### config.mk
export PLATFORM = sky130hd
export DESIGN_NAME = hex_display_scanner
export DESIGN_NICKNAME = d
export VERILOG_FILES = /design/src/rtl/hex_display_scanner.sv
export SDC_FILE = /design/constraint.sdc
export NUM_CORES = 1
export LEC_CHECK = 0
export CORE_ASPECT_RATIO = 0.8
export CORE_MARGIN = 2
export CORE_UTILIZATION = 51
export CTS_BUF_LIST = sky130_fd_sc_hd__clkbuf_8 sky130_fd_sc_hd__clkbuf_16
export DETAILED_ROUTE_END_ITERATION = 8
export PLACE_DENSITY = 0.72
export SYNTH_ARGS = -nofsm -noshare
export SYNTH_HDL_FRONTEND = slang
export SYNTH_SLANG_ARGS = --single-unit
### constraint.sdc
create_clock -name i_clk -period 2.75 [get_ports i_clk]
set_input_delay 0.55 -clock i_clk [delete_from_list [all_inputs] [get_ports i_clk]]
set_output_delay 0.55 -clock i_clk [all_outputs]
set_load 0.01 [all_outputs]
### src/rtl/hex_display_scanner.sv
// Multiplexed hex display scanner: blank/drive slot timing per digit with double-buffered value.
// Optional leading-zero blanking is enabled by defining HEX_SCAN_LZB_EN.
module hex_display_scanner #(
  parameter int DIGITS       = 4,
  parameter int SCAN_DIV     = 50000,
  parameter int BLANK_CYCLES = 16
) (
  input  logic                  i_clk,
  input  logic                  i_rst_n,
  input  logic                  i_enable,
  input  logic                  i_load,
  input  logic [4*DIGITS-1:0]   i_value,
  output logic [3:0]            o_hex,
  output logic [DIGITS-1:0]     o_digit_en,
  output logic                  o_frame_done
);

  localparam logic [1:0] S_IDLE  = 2'd0;
  localparam logic [1:0] S_BLANK = 2'd1;
  localparam logic [1:0] S_DRIVE = 2'd2;

  localparam int CNT_MAX = (SCAN_DIV > BLANK_CYCLES) ? SCAN_DIV : BLANK_CYCLES;
  localparam int CW      = (CNT_MAX > 1) ? $clog2(CNT_MAX) : 1;
  localparam int IW      = (DIGITS > 1) ? $clog2(DIGITS) : 1;

  localparam logic [CW-1:0] SCAN_LAST  = CW'(SCAN_DIV - 1);
  localparam logic [CW-1:0] BLANK_LAST = CW'(BLANK_CYCLES - 1);
  localparam logic [IW-1:0] IDX_LAST   = IW'(DIGITS - 1);

  logic [1:0]          state_q, state_d;
  logic [IW-1:0]       idx_q, idx_d;
  logic [CW-1:0]       cnt_q, cnt_d;
  logic [4*DIGITS-1:0] pend_q, pend_d;
  logic [4*DIGITS-1:0] act_q, act_d;
  logic [3:0]          hex_q, hex_d;
  logic [DIGITS-1:0]   en_q, en_d;
  logic                done_q, done_d;
  logic [1:0]          arm_q;

`ifdef HEX_SCAN_LZB_EN
  logic                lead_zero;
`endif

  always_comb begin
    state_d = state_q;
    idx_d   = idx_q;
    cnt_d   = cnt_q;
    pend_d  = pend_q;
    act_d   = act_q;
    // Nothing moves until the reset-release shifter has filled.
    if (arm_q[1]) begin
      if (i_load) pend_d = i_value;
      if (!i_enable) begin
        state_d = S_IDLE;
        idx_d   = '0;
        cnt_d   = '0;
      end else begin
        case (state_q)
          S_IDLE: begin
            state_d = S_BLANK;
            idx_d   = '0;
            cnt_d   = '0;
            act_d   = pend_q;
          end
          S_BLANK: begin
            if (cnt_q == BLANK_LAST) begin
              state_d = S_DRIVE;
              cnt_d   = '0;
            end else begin
              cnt_d = cnt_q + CW'(1);
            end
          end
          S_DRIVE: begin
            if (cnt_q == SCAN_LAST) begin
              state_d = S_BLANK;
              cnt_d   = '0;
              if (idx_q == IDX_LAST) begin
                idx_d = '0;
                act_d = pend_q;
              end else begin
                idx_d = idx_q + IW'(1);
              end
            end else begin
              cnt_d = cnt_q + CW'(1);
            end
          end
          default: begin
            state_d = S_IDLE;
            idx_d   = '0;
            cnt_d   = '0;
          end
        endcase
      end
    end
  end

  // Outputs are decoded from next-state values so they can be registered without lag.
  always_comb begin
    hex_d  = act_d[4*idx_d +: 4];
    en_d   = '0;
    done_d = 1'b0;
    if (state_d == S_DRIVE) begin
      en_d   = DIGITS'(1) << idx_d;
      done_d = (idx_d == IDX_LAST) && (cnt_d == SCAN_LAST);
    end
`ifdef HEX_SCAN_LZB_EN
    lead_zero = 1'b1;
    for (int unsigned k = 0; k < DIGITS; k++) begin
      if ((k >= 32'(idx_d)) && (act_d[4*k +: 4] != 4'h0)) lead_zero = 1'b0;
    end
    if ((idx_d != '0) && lead_zero) en_d = '0;
`endif
  end

  always_ff @(posedge i_clk or negedge i_rst_n) begin
    if (!i_rst_n) begin
      arm_q   <= '0;
      state_q <= S_IDLE;
      idx_q   <= '0;
      cnt_q   <= '0;
      pend_q  <= '0;
      act_q   <= '0;
      hex_q   <= '0;
      en_q    <= '0;
      done_q  <= 1'b0;
    end else begin
      arm_q   <= {arm_q[0], 1'b1};
      state_q <= state_d;
      idx_q   <= idx_d;
      cnt_q   <= cnt_d;
      pend_q  <= pend_d;
      act_q   <= act_d;
      hex_q   <= hex_d;
      en_q    <= en_d;
      done_q  <= done_d;
    end
  end

  assign o_hex        = hex_q;
  assign o_digit_en   = en_q;
  assign o_frame_done = done_q;

endmodule

==> results.sh <==
export IMPL_status="completed"
export IMPL_grt_overflow_total=0
export IMPL_final_nets=374
export IMPL_numCtsBuffers=9
export IMPL_io_pins=29
export IMPL_finalHoldViolCount=0
export IMPL_multiInputGateArea_um2=1440
export IMPL_grt_pass1_vias=2348
export IMPL_drv_cap=0
export IMPL_r2r_slack_ns=0.13
export IMPL_pwr_share_clk_pct=37.3
export IMPL_ys_flop_type="dfrtp_1"
export IMPL_syn_area_per_cell_um2=10.7
export IMPL_cellLeakagePower_nw=1.80
export IMPL_power_mw=2.32
export IMPL_worst_path_buf_inv=1
export IMPL_path_class="flop to flop"
export IMPL_grt_util_met2_pct=33.2
export IMPL_timing_rr_end="o_hex[1]$_DFF_PN0_"
export IMPL_yosysWarnings=0
export IMPL_final_antenna_net_count=0
export IMPL_synthArstFlopShare_pct=100
export IMPL_vias=2484
export IMPL_dp_hpwl_mm=5.05
export IMPL_clock_sinks=63
export IMPL_setup_violations_final=0
export IMPL_drive_gt1_share_pct=22.4
export IMPL_critPathTopFamily="simple AND/OR/NAND/NOR gates"
export IMPL_slew_limit_headroom_pct=52.0
export IMPL_rr_startpoint="cnt_q[5]$_DFF_PN0_"
export IMPL_slew_violations=0
export IMPL_crit_chain="or4bb_4 > nor4_4 > nand3_1 > a21o_2 > buf_4 > a22o_1 > mux2i_1 > mux2i_1"
export IMPL_synth_edff_count=0
export IMPL_fin_setup_tns_ns=0
export IMPL_floorplan_initialDensity_pct=52.5
export IMPL_dp_cells=415
export IMPL_finalWorstSetupSlack_ns=0.128
export IMPL_diodes=0
export IMPL_netlist_instances=289
export IMPL_clockBufferDepth=2
export IMPL_cp_end_kind="flop"
export IMPL_fillers=466
export IMPL_ys_seq_elements=63
export IMPL_place_congestion=0.897
export IMPL_clock_fmax_ghz=0.381
export IMPL_cts_tree="yes"
export IMPL_reg2reg_depth=8
export IMPL_finalCritPeriodShare_pct=95.4
export IMPL_grt_usage_pct=22.1
export IMPL_power_density_nw_per_um2=591
export IMPL_die_width_um=91.0
export IMPL_mostFrequentLayoutCells="62 x dfrtp_1, 30 x buf_4, 27 x nand2_1, 27 x clkdlybuf4s50_1, 18 x a22o_1"
export IMPL_ir_drop_uv=375
export IMPL_grt_pass1_wl_mm=11.4
export IMPL_drtIter0Drc=238
export IMPL_rsz0062_at_grt="no"
export IMPL_crit_slowest_cell="or4bb_4"
export IMPL_instances_no_fill=433
export IMPL_cp_max_fo=9
export IMPL_vias_per_cell=5.74
export IMPL_worstMarginPinSlew_ns=0.718
export IMPL_gr_usage_met3_pct=5.85
export IMPL_cp_arrival_ns=2.84
export IMPL_worst_clock_skew_ns=0.00632
export IMPL_grt_max_degree=40
export IMPL_clk_latency_ns=0.34
export IMPL_rows=25
export IMPL_power_switching_mw=0.560
export IMPL_top_usage_layer="met2"
export IMPL_worst_ep_required_time_ns=2.96
export IMPL_core_area_um2=5880
export IMPL_antenna_found_initial=0
export IMPL_drt_first_pass_iters=4
export IMPL_p_comb_share_pct=15.0
export IMPL_min_period_ns=2.62
export IMPL_max_stage_delay_ns=0.55
export IMPL_start_kind="flop"
export IMPL_synth_area_um2=3090
export IMPL_hold_path_class="primary input to asynchronous set/reset pin"
export IMPL_place_ws_ns=0.0616
export IMPL_portBuffers=28
export IMPL_met1_usage_pct=30.9
export IMPL_cts_root_buf="clkbuf_8"
export IMPL_critPathMostFrequentCell="mux2i_1"
export IMPL_p_seq_share_pct=47.7
export IMPL_synth_net_count=315
export IMPL_synth_distinct_cells=50
export IMPL_cell_internal_pwr_mw=1.76
export IMPL_routed_wl_mm=7.06
export IMPL_hold_buffers=0
export IMPL_cts_htree_levels=3
export IMPL_yosysSeqAreaShare_pct=51.1
export IMPL_routedWlPerCell_um=16.3
export IMPL_ff_latch_area_um2=1580
export IMPL_fp_dieH_um=73.6
export IMPL_switching_share_pct=24.1
export IMPL_die_area_um2=6700
export IMPL_area_growth_pct=27.0
export IMPL_final_common_cell="dfrtp_1"
export IMPL_cts_clk_slew_worst_paths_ns=0.07
export IMPL_route_detailed_drc=0
==> worst max-delay path by stage <==
stage	depth (start not counted)	slack, ns	from	to
3_3_place_gp	7	0.08	i_enable	o_frame_done$_DFF_PN0_
6_report	8	0.13	cnt_q[5]$_DFF_PN0_	o_hex[1]$_DFF_PN0_
3_5_place_dp	7	0.06	i_enable	o_frame_done$_DFF_PN0_
2_1_floorplan	10	0.07	cnt_q[10]$_DFF_PN0_	o_frame_done$_DFF_PN0_
5_1_grt	8	0.01	cnt_q[5]$_DFF_PN0_	o_hex[1]$_DFF_PN0_
4_1_cts	9	0.09	cnt_q[7]$_DFF_PN0_	o_frame_done$_DFF_PN0_
==> per-stage QoR <==
stage,hold WS (ns),utilization (%),area [um2]
finish,0.215,66.7,3920
global route,0.270,66.7,3920
CTS,0.231,65.8,3870
detailed placement,0.341,62.2,3660
global placement,0.331,62.2,3660
floorplan,0.254,-,3090
==> repair_timing <==
item	4_1_cts	5_1_grt
gates resized for setup	0	9
endpoints found under the setup margin	0	2
buffers inserted	0	3
==> routing by layer <==
| metal | wire (um) | up-vias | share of wire (%) |
|---|---|---|---|
| li1 | - | 1180 | - |
| met1 | 3340 | 1199 | 47 |
| met2 | 3260 | 95 | 46 |
| met3 | 386 | 10 | 5.5 |
| met4 | 80 | 0 | 1.1 |
| met5 | 0 | - | 0 |
==> area by class of cell <==
type	count	area share [%]
repair buffers	60	13.8
clock buffers	10	3.51
multi-input cells	202	36.8
clock inverters	5	1.88
inverters	12	1.21
flip-flops and latches	63	40.2
well taps	81	2.58
==> power by group through the flow <==
stage	logic [mW]	clock network [mW]	registers, mW
after global routing	0.386	0.921	1.12
after floorplan	0.196	0	1.11
final	0.348	0.865	1.11
after global placement	0.337	0	1.12
after CTS	0.351	0.885	1.11
after detailed placement	0.349	0	1.12
==> sequential cells by signal (all words and copies together) (netlist names) <==
register / count
idx_q: 2
arm_q: 2
cnt_q: 16
o_digit_en: 4
pend_q: 16
state_q: 2
o_frame_done: 1
act_q: 16
o_hex: 4
==> cells by family after synthesis <==
group | count (synthesis) | synth area share (%)
adders and majority gates | 6 | 2.43
DFF | 63 | 51.1
AOI/OAI and AO/OA | 72 | 16.2
and+or+nand+nor | 93 | 16.5
other | 1 | 0.121
buffers and inverters | 24 | 3.32
xor gates and xnor gates | 2 | 0.567
muxes | 28 | 9.72
==> synth_stat cells (all sizes together) (4+ instances only) <==
cell type | number | share of area [%]
nor3 | 8 | 1.3
nand2b | 4 | 0.81
nand2 | 28 | 3.4
a21o | 5 | 1.2
nand4 | 5 | 1.0
nor2 | 11 | 1.3
mux2 | 16 | 5.8
nand3 | 11 | 1.8
or4 | 4 | 1.1
dfrtp | 63 | 51
ha | 6 | 2.4
a21oi | 11 | 1.9
clkbuf | 9 | 1.1
inv | 12 | 1.5
and3 | 7 | 1.4
a22o | 18 | 5.1
mux2i | 12 | 3.9
o21ai | 17 | 2.9
No activity file was read; power rests on OpenSTA's default activity.
